$ cat config.mk
export PLATFORM = sky130hd
export DESIGN_NAME = adsr_envelope
export DESIGN_NICKNAME = d
export VERILOG_FILES = /design/src/rtl/adsr_envelope.sv
export SDC_FILE = /design/constraint.sdc
export NUM_CORES = 1
export LEC_CHECK = 0
export CORE_MARGIN = 5
export CORE_UTILIZATION = 60
export CTS_BUF_LIST = sky130_fd_sc_hd__clkbuf_2
export DETAILED_ROUTE_END_ITERATION = 10
export PLACE_DENSITY = 0.79
export SLEW_MARGIN = 20
export SYNTH_ARGS = -nofsm -noshare
export SYNTH_HDL_FRONTEND = slang
export SYNTH_SLANG_ARGS = --single-unit
$ cat constraint.sdc
create_clock -name mclk -period 12.72 [get_ports mclk]
set_input_delay 2.544 -clock mclk [delete_from_list [all_inputs] [get_ports mclk]]
set_output_delay 2.544 -clock mclk [all_outputs]
set_load 0.05 [all_outputs]
$ cat src/rtl/adsr_envelope.sv
// adsr_envelope: gate-driven ADSR envelope stepped every TICK_DIV clocks, applied to a signed sample stream
module adsr_envelope #(
    parameter int TICK_DIV = 256,
    parameter int ENV_BITS = 16
) (
    input  logic                mclk,
    input  logic                rst_n,
    input  logic                gate,
    input  logic [ENV_BITS-1:0] attack_rate,
    input  logic [ENV_BITS-1:0] decay_rate,
    input  logic [ENV_BITS-1:0] sustain_level,
    input  logic [ENV_BITS-1:0] release_rate,
    input  logic [15:0]         sample_in,
    input  logic                sample_in_valid,
    output logic [15:0]         sample_out,
    output logic                sample_out_valid,
    output logic [ENV_BITS-1:0] env_level,
    output logic                active
);
    localparam int CW = (TICK_DIV > 1) ? $clog2(TICK_DIV) : 1;
    localparam logic [ENV_BITS:0] MAX = {1'b0, {ENV_BITS{1'b1}}};
    localparam int PW = 16 + ENV_BITS + 1;

    typedef enum logic [2:0] {IDLE, ATTACK, DECAY, SUSTAIN, RELEASE} state_t;

    state_t              state_q, state_d;
    logic [ENV_BITS-1:0] level_q, level_d;
    logic [CW-1:0]       cnt_q;
    logic                gate_q, vld_q;
    logic [15:0]         out_q;
    logic                tick, rise, fall;
    logic [ENV_BITS:0]   lvl_x, att_sum, dec_lim;
    logic [PW-1:0]       s_x, e_x, prod;

    assign tick    = cnt_q == CW'(TICK_DIV - 1);
    assign rise    = gate & ~gate_q;
    assign fall    = ~gate & gate_q;
    assign lvl_x   = {1'b0, level_q};
    assign att_sum = lvl_x + {1'b0, attack_rate};
    // level - decay <= sustain, rearranged so nothing can go negative
    assign dec_lim = {1'b0, sustain_level} + {1'b0, decay_rate};
    assign s_x     = {{(ENV_BITS + 1){sample_in[15]}}, sample_in};
    assign e_x     = {17'b0, level_q};
    assign prod    = s_x * e_x;

    always_comb begin
        state_d = state_q;
        level_d = level_q;
        if (rise)
            state_d = ATTACK;
        else if (fall)
            state_d = (state_q == IDLE || state_q == RELEASE) ? state_q : RELEASE;
        else if (tick) begin
            case (state_q)
                ATTACK: begin
                    level_d = (attack_rate == '0 || att_sum >= MAX) ? '1 : att_sum[ENV_BITS-1:0];
                    state_d = (attack_rate == '0 || att_sum >= MAX) ? DECAY : ATTACK;
                end
                DECAY: begin
                    level_d = (decay_rate == '0 || lvl_x <= dec_lim) ? sustain_level : level_q - decay_rate;
                    state_d = (decay_rate == '0 || lvl_x <= dec_lim) ? SUSTAIN : DECAY;
                end
                SUSTAIN: level_d = sustain_level;
                RELEASE: begin
                    level_d = (release_rate == '0 || level_q <= release_rate) ? '0 : level_q - release_rate;
                    state_d = (release_rate == '0 || level_q <= release_rate) ? IDLE : RELEASE;
                end
                default: level_d = '0;
            endcase
        end
    end

    always_ff @(posedge mclk or negedge rst_n) begin
        if (!rst_n) begin
            state_q <= IDLE;
            level_q <= '0;
            cnt_q   <= '0;
            gate_q  <= 1'b0;
            vld_q   <= 1'b0;
            out_q   <= '0;
        end else begin
            state_q <= state_d;
            level_q <= level_d;
            cnt_q   <= tick ? '0 : cnt_q + 1'b1;
            gate_q  <= gate;
            vld_q   <= sample_in_valid;
            if (sample_in_valid)
                out_q <= prod[ENV_BITS+15:ENV_BITS];
        end
    end

    assign sample_out       = out_q;
    assign sample_out_valid = vld_q;
    assign env_level        = level_q;
    assign active           = state_q != IDLE;
endmodule
==> metrics.md <==
| Metric | Value |
|---|---|
| Die height | `162 um` |
| Layout cells sized above 1 | `0.0375` |
| Period utilization | `0.700` |
| Yosys Warn Count | `0` |
| Tot GR Track Use | `0.282` |
| Status | `complete, no violations` |
| Antenna cells | `0` |
| CTS-repair resized insts | `0` |
| Routed Antenna Nets | `0` |
| Global-route wire length before repair | `60.3 mm` |
| Largest net degree at the start of global routing | `46` |
| Netlist cell types | `between 70 and 80` |
| Post-synthesis sequential area ratio | `0.0813` |
| Hold_buf cts | `0` |
| Worst Setup End Kind | `flop` |
| Gpl congestion | `0.939` |
| Worst Tran Pin Value | `about 1100 ps` |
| Starting density of the core | `0.610` |
| CP arrival | `roughly 9300 ps` |
| Setup bufs post-CTS | `0` |
| Clock Root Buffer | `clkbuf_2` |
| Max cap viols | `0` |
| CTS clk-pin slew, worst paths | `260 ps` |
| Vias in the first global route | `12298` |
| Fin. max-slew vios | `0` |
| Fin nets | `roughly 2200` |
| Post-Syn Area | `~14000 um^2` |
| Gr ovfl total | `0` |
| Most common cell after layout, fill and taps aside | `inv_1` |
| # IOs | `about 120` |
| Worst EP required | `13110 ps` |
| Final min period | `8900 ps` |
| Die ar. | `around 26000 um^2` |
| H-tree depth | `2` |
| IO Port Bufs | `roughly 120` |
| First-pass DRT Iterations | `10` |
| DRT iter0 DRCs | `between 800 and 900` |
| Top_reg_cell synth | `dfrtp_1` |
| Max VDD drop | `~66 uV` |
| Hold Fails Final Rpt | `0` |
| Register bit total from synthesis | `45` |
| Hold Crit Class | `reg -> reg` |
| Skew final | `about 23 ps` |
| Power per cell area | `32.1 nW/um^2` |
| Clk buf depth | `2` |
| Slew margin rel. | `0.299` |
| Via count | `roughly 12000` |
| DIE WIDTH | `~160 um` |
| Synth-to-Final Area Change | `10.9%` |
| Syn avg cell area | `8.60 um^2` |
| Syn nets | `around 2100` |
| Skew-Pair Late Insertion Delay | `roughly 470 ps` |
| RSZ-0062 raised after global routing | `no` |
| FP Rows | `55` |
| Hpwl dp | `approximately 30 mm` |
| DRT Wirelength | `around 36 mm` |
| Most frequent cells in the layout | `288 x inv_1, 197 x fa_1, 197 x ha_1` |
| CTS Sinks | `45` |
| Setup CP Type | `in -> reg` |
| Critical Path Fanout Max | `16` |
| Setup TNS Final | `0 ps` |
| Initial antenna violation count | `0` |
| Post-synth EDFFs | `0` |
| DRC Markers | `0` |
| Fmax | `112 MHz` |
| Inserted Clock Buffers | `5` |
| Leakage power | `just under 8 nW` |
| Setup violators final | `0` |
| Startpoint types | `input port` |
| Final core utilization | `0.676` |
| CORE AREA | `about 23000 um^2` |
| Vias per inst | `5.96` |
| Drt wl/cell | `approximately 18 um` |
| Post-Synthesis Cells | `1611` |
| CTS tree | `done` |
| Asr flop ratio synth | `1.00` |
## power by group
| group | switching, mW | leakage [nW] | internal, mW | total, mW |
|---|---|---|---|---|
| Combinational | 0.147 | 7.21 | 0.0976 | 0.245 |
| Clock | 0.0541 | 0.0392 | 0.0334 | 0.0875 |
| Sequential | 0.00911 | 0.570 | 0.152 | 0.161 |
| Total | 0.210 | 7.82 | 0.283 | 0.493 |
## logic make-up (layout without fill, tap and decap cells)
| group | count (synthesis) | after routing | synth area share |
|---|---|---|---|
| xor gates and xnor gates | 69 | 69 | 0.0442 |
| DFF | 45 | 45 | 0.0813 |
| and+or+nand+nor | 493 | 493 | 0.176 |
| adders and majority gates | 394 | 394 | 0.463 |
| muxes | 14 | 14 | 0.0113 |
| buffers and inverters | 335 | 429 | 0.0932 |
| AOI/OAI and AO/OA | 261 | 261 | 0.132 |
## cell type report
| class | instances | area [um^2] |
|---|---|---|
| Tap cell | 285 | 357 |
| Clock inverter | 3 | 46.3 |
| Sequential cell | 45 | 1130 |
| Inverter | 289 | 1080 |
| Clock buffer | 5 | 25.0 |
| Timing Repair Buffer | 132 | 1280 |
| Fill cell | 1859 | 7350 |
| Multi-Input combinational cell | 1231 | 11400 |
## final timing paths
| check | startpoint | endpoint | slack [ps] | cells past startpoint |
|---|---|---|---|---|
| setup / recovery | sample_in[7] | sample_out[13]$_DFFE_PN0P_ | 3820 | 23 |
| hold / removal | cnt_q[0]$_DFF_PN0_ | cnt_q[0]$_DFF_PN0_ | 510 | 1 |
| setup reg to reg | env_level[10]$_DFFE_PN0P_ | sample_out[13]$_DFFE_PN0P_ | 5780 | 20 |
| hold reg to reg | cnt_q[0]$_DFF_PN0_ | cnt_q[0]$_DFF_PN0_ | 510 | 1 |
| max in group asynchronous | rst_n | env_level[4]$_DFFE_PN0P_ | 10300 | 1 |
| min in group asynchronous | rst_n | sample_out[10]$_DFFE_PN0P_ | 2040 | 1 |
## stage by stage
step / std cells / total power, mW / area [um^2] / setup WS, ps / hold slack (ps)
final: 1990 / 0.493 / 15400 / 3820 / 507
after global routing: 1990 / 0.525 / 15400 / 3520 / 547
after CTS: 1990 / 0.492 / 15400 / 3900 / 510
after detailed placement: 1982 / 0.403 / 15300 / 3350 / 480
after global placement: 1982 / 0.397 / 15300 / 3570 / 473
after floorplan: 1611 / 0.318 / 13900 / 4730 / 447
## state kept, by name, indices dropped and copies added, names as in the netlist
register          cells
env_level            16
sample_out_valid      1
cnt_q                 8
sample_out           16
state_q               3
gate_q                1
## cell usage after synthesis, types with 7 or more instances
master    number  area, um^2
clkbuf_1      38         143
nor2_1        70         263
a22o_1         7        61.3
and3_1         8        50.1
nand2_1      190         713
nor3_1        13        65.1
or3_1          7        43.8
inv_1        288        1080
a21o_1        27         203
o21ai_0       29         145
o21ai_1       13        65.1
nand2b_1      16         100
a211oi_1      10        75.1
xnor2_1       38         333
xor2_1        30         263
ha_1         197        2460
nand4_1       18         113
nand3_1       20         100
mux2_2        13         146
a22oi_1        9        67.6
o211ai_1      12        90.1
dfrtp_1       45        1130
nor4_1        14        87.6
and2_1       118         738
a21oi_1       72         360
fa_1         197        3940
o21a_1        13        97.6
## routing by layer
layer  wire length (um)  up-vias  GRT usage
li1                   -     5459          -
met2              17800      492      0.488
met3               2380       95     0.0340
met4               1310        0     0.0988
met5                  0        -          0
met1              14700     5821      0.368
## worst max-delay path, cell delays in order
cell and delay [ps]:
clkdlybuf4s50_1 910, nand2_1 170, fa_1 550, inv_1 50
fa_1 490, inv_1 50, fa_1 530, inv_1 50
fa_1 450, fa_1 490, inv_1 50, fa_1 480
inv_1 50, ha_1 280, nand2_1 80, nor3_1 220
nand2_1 80, o221ai_1 570, a21oi_1 290, o221ai_1 350
a21oi_1 140, xnor2_1 130, mux2_2 260
No activity file was read; power rests on OpenSTA's default activity.
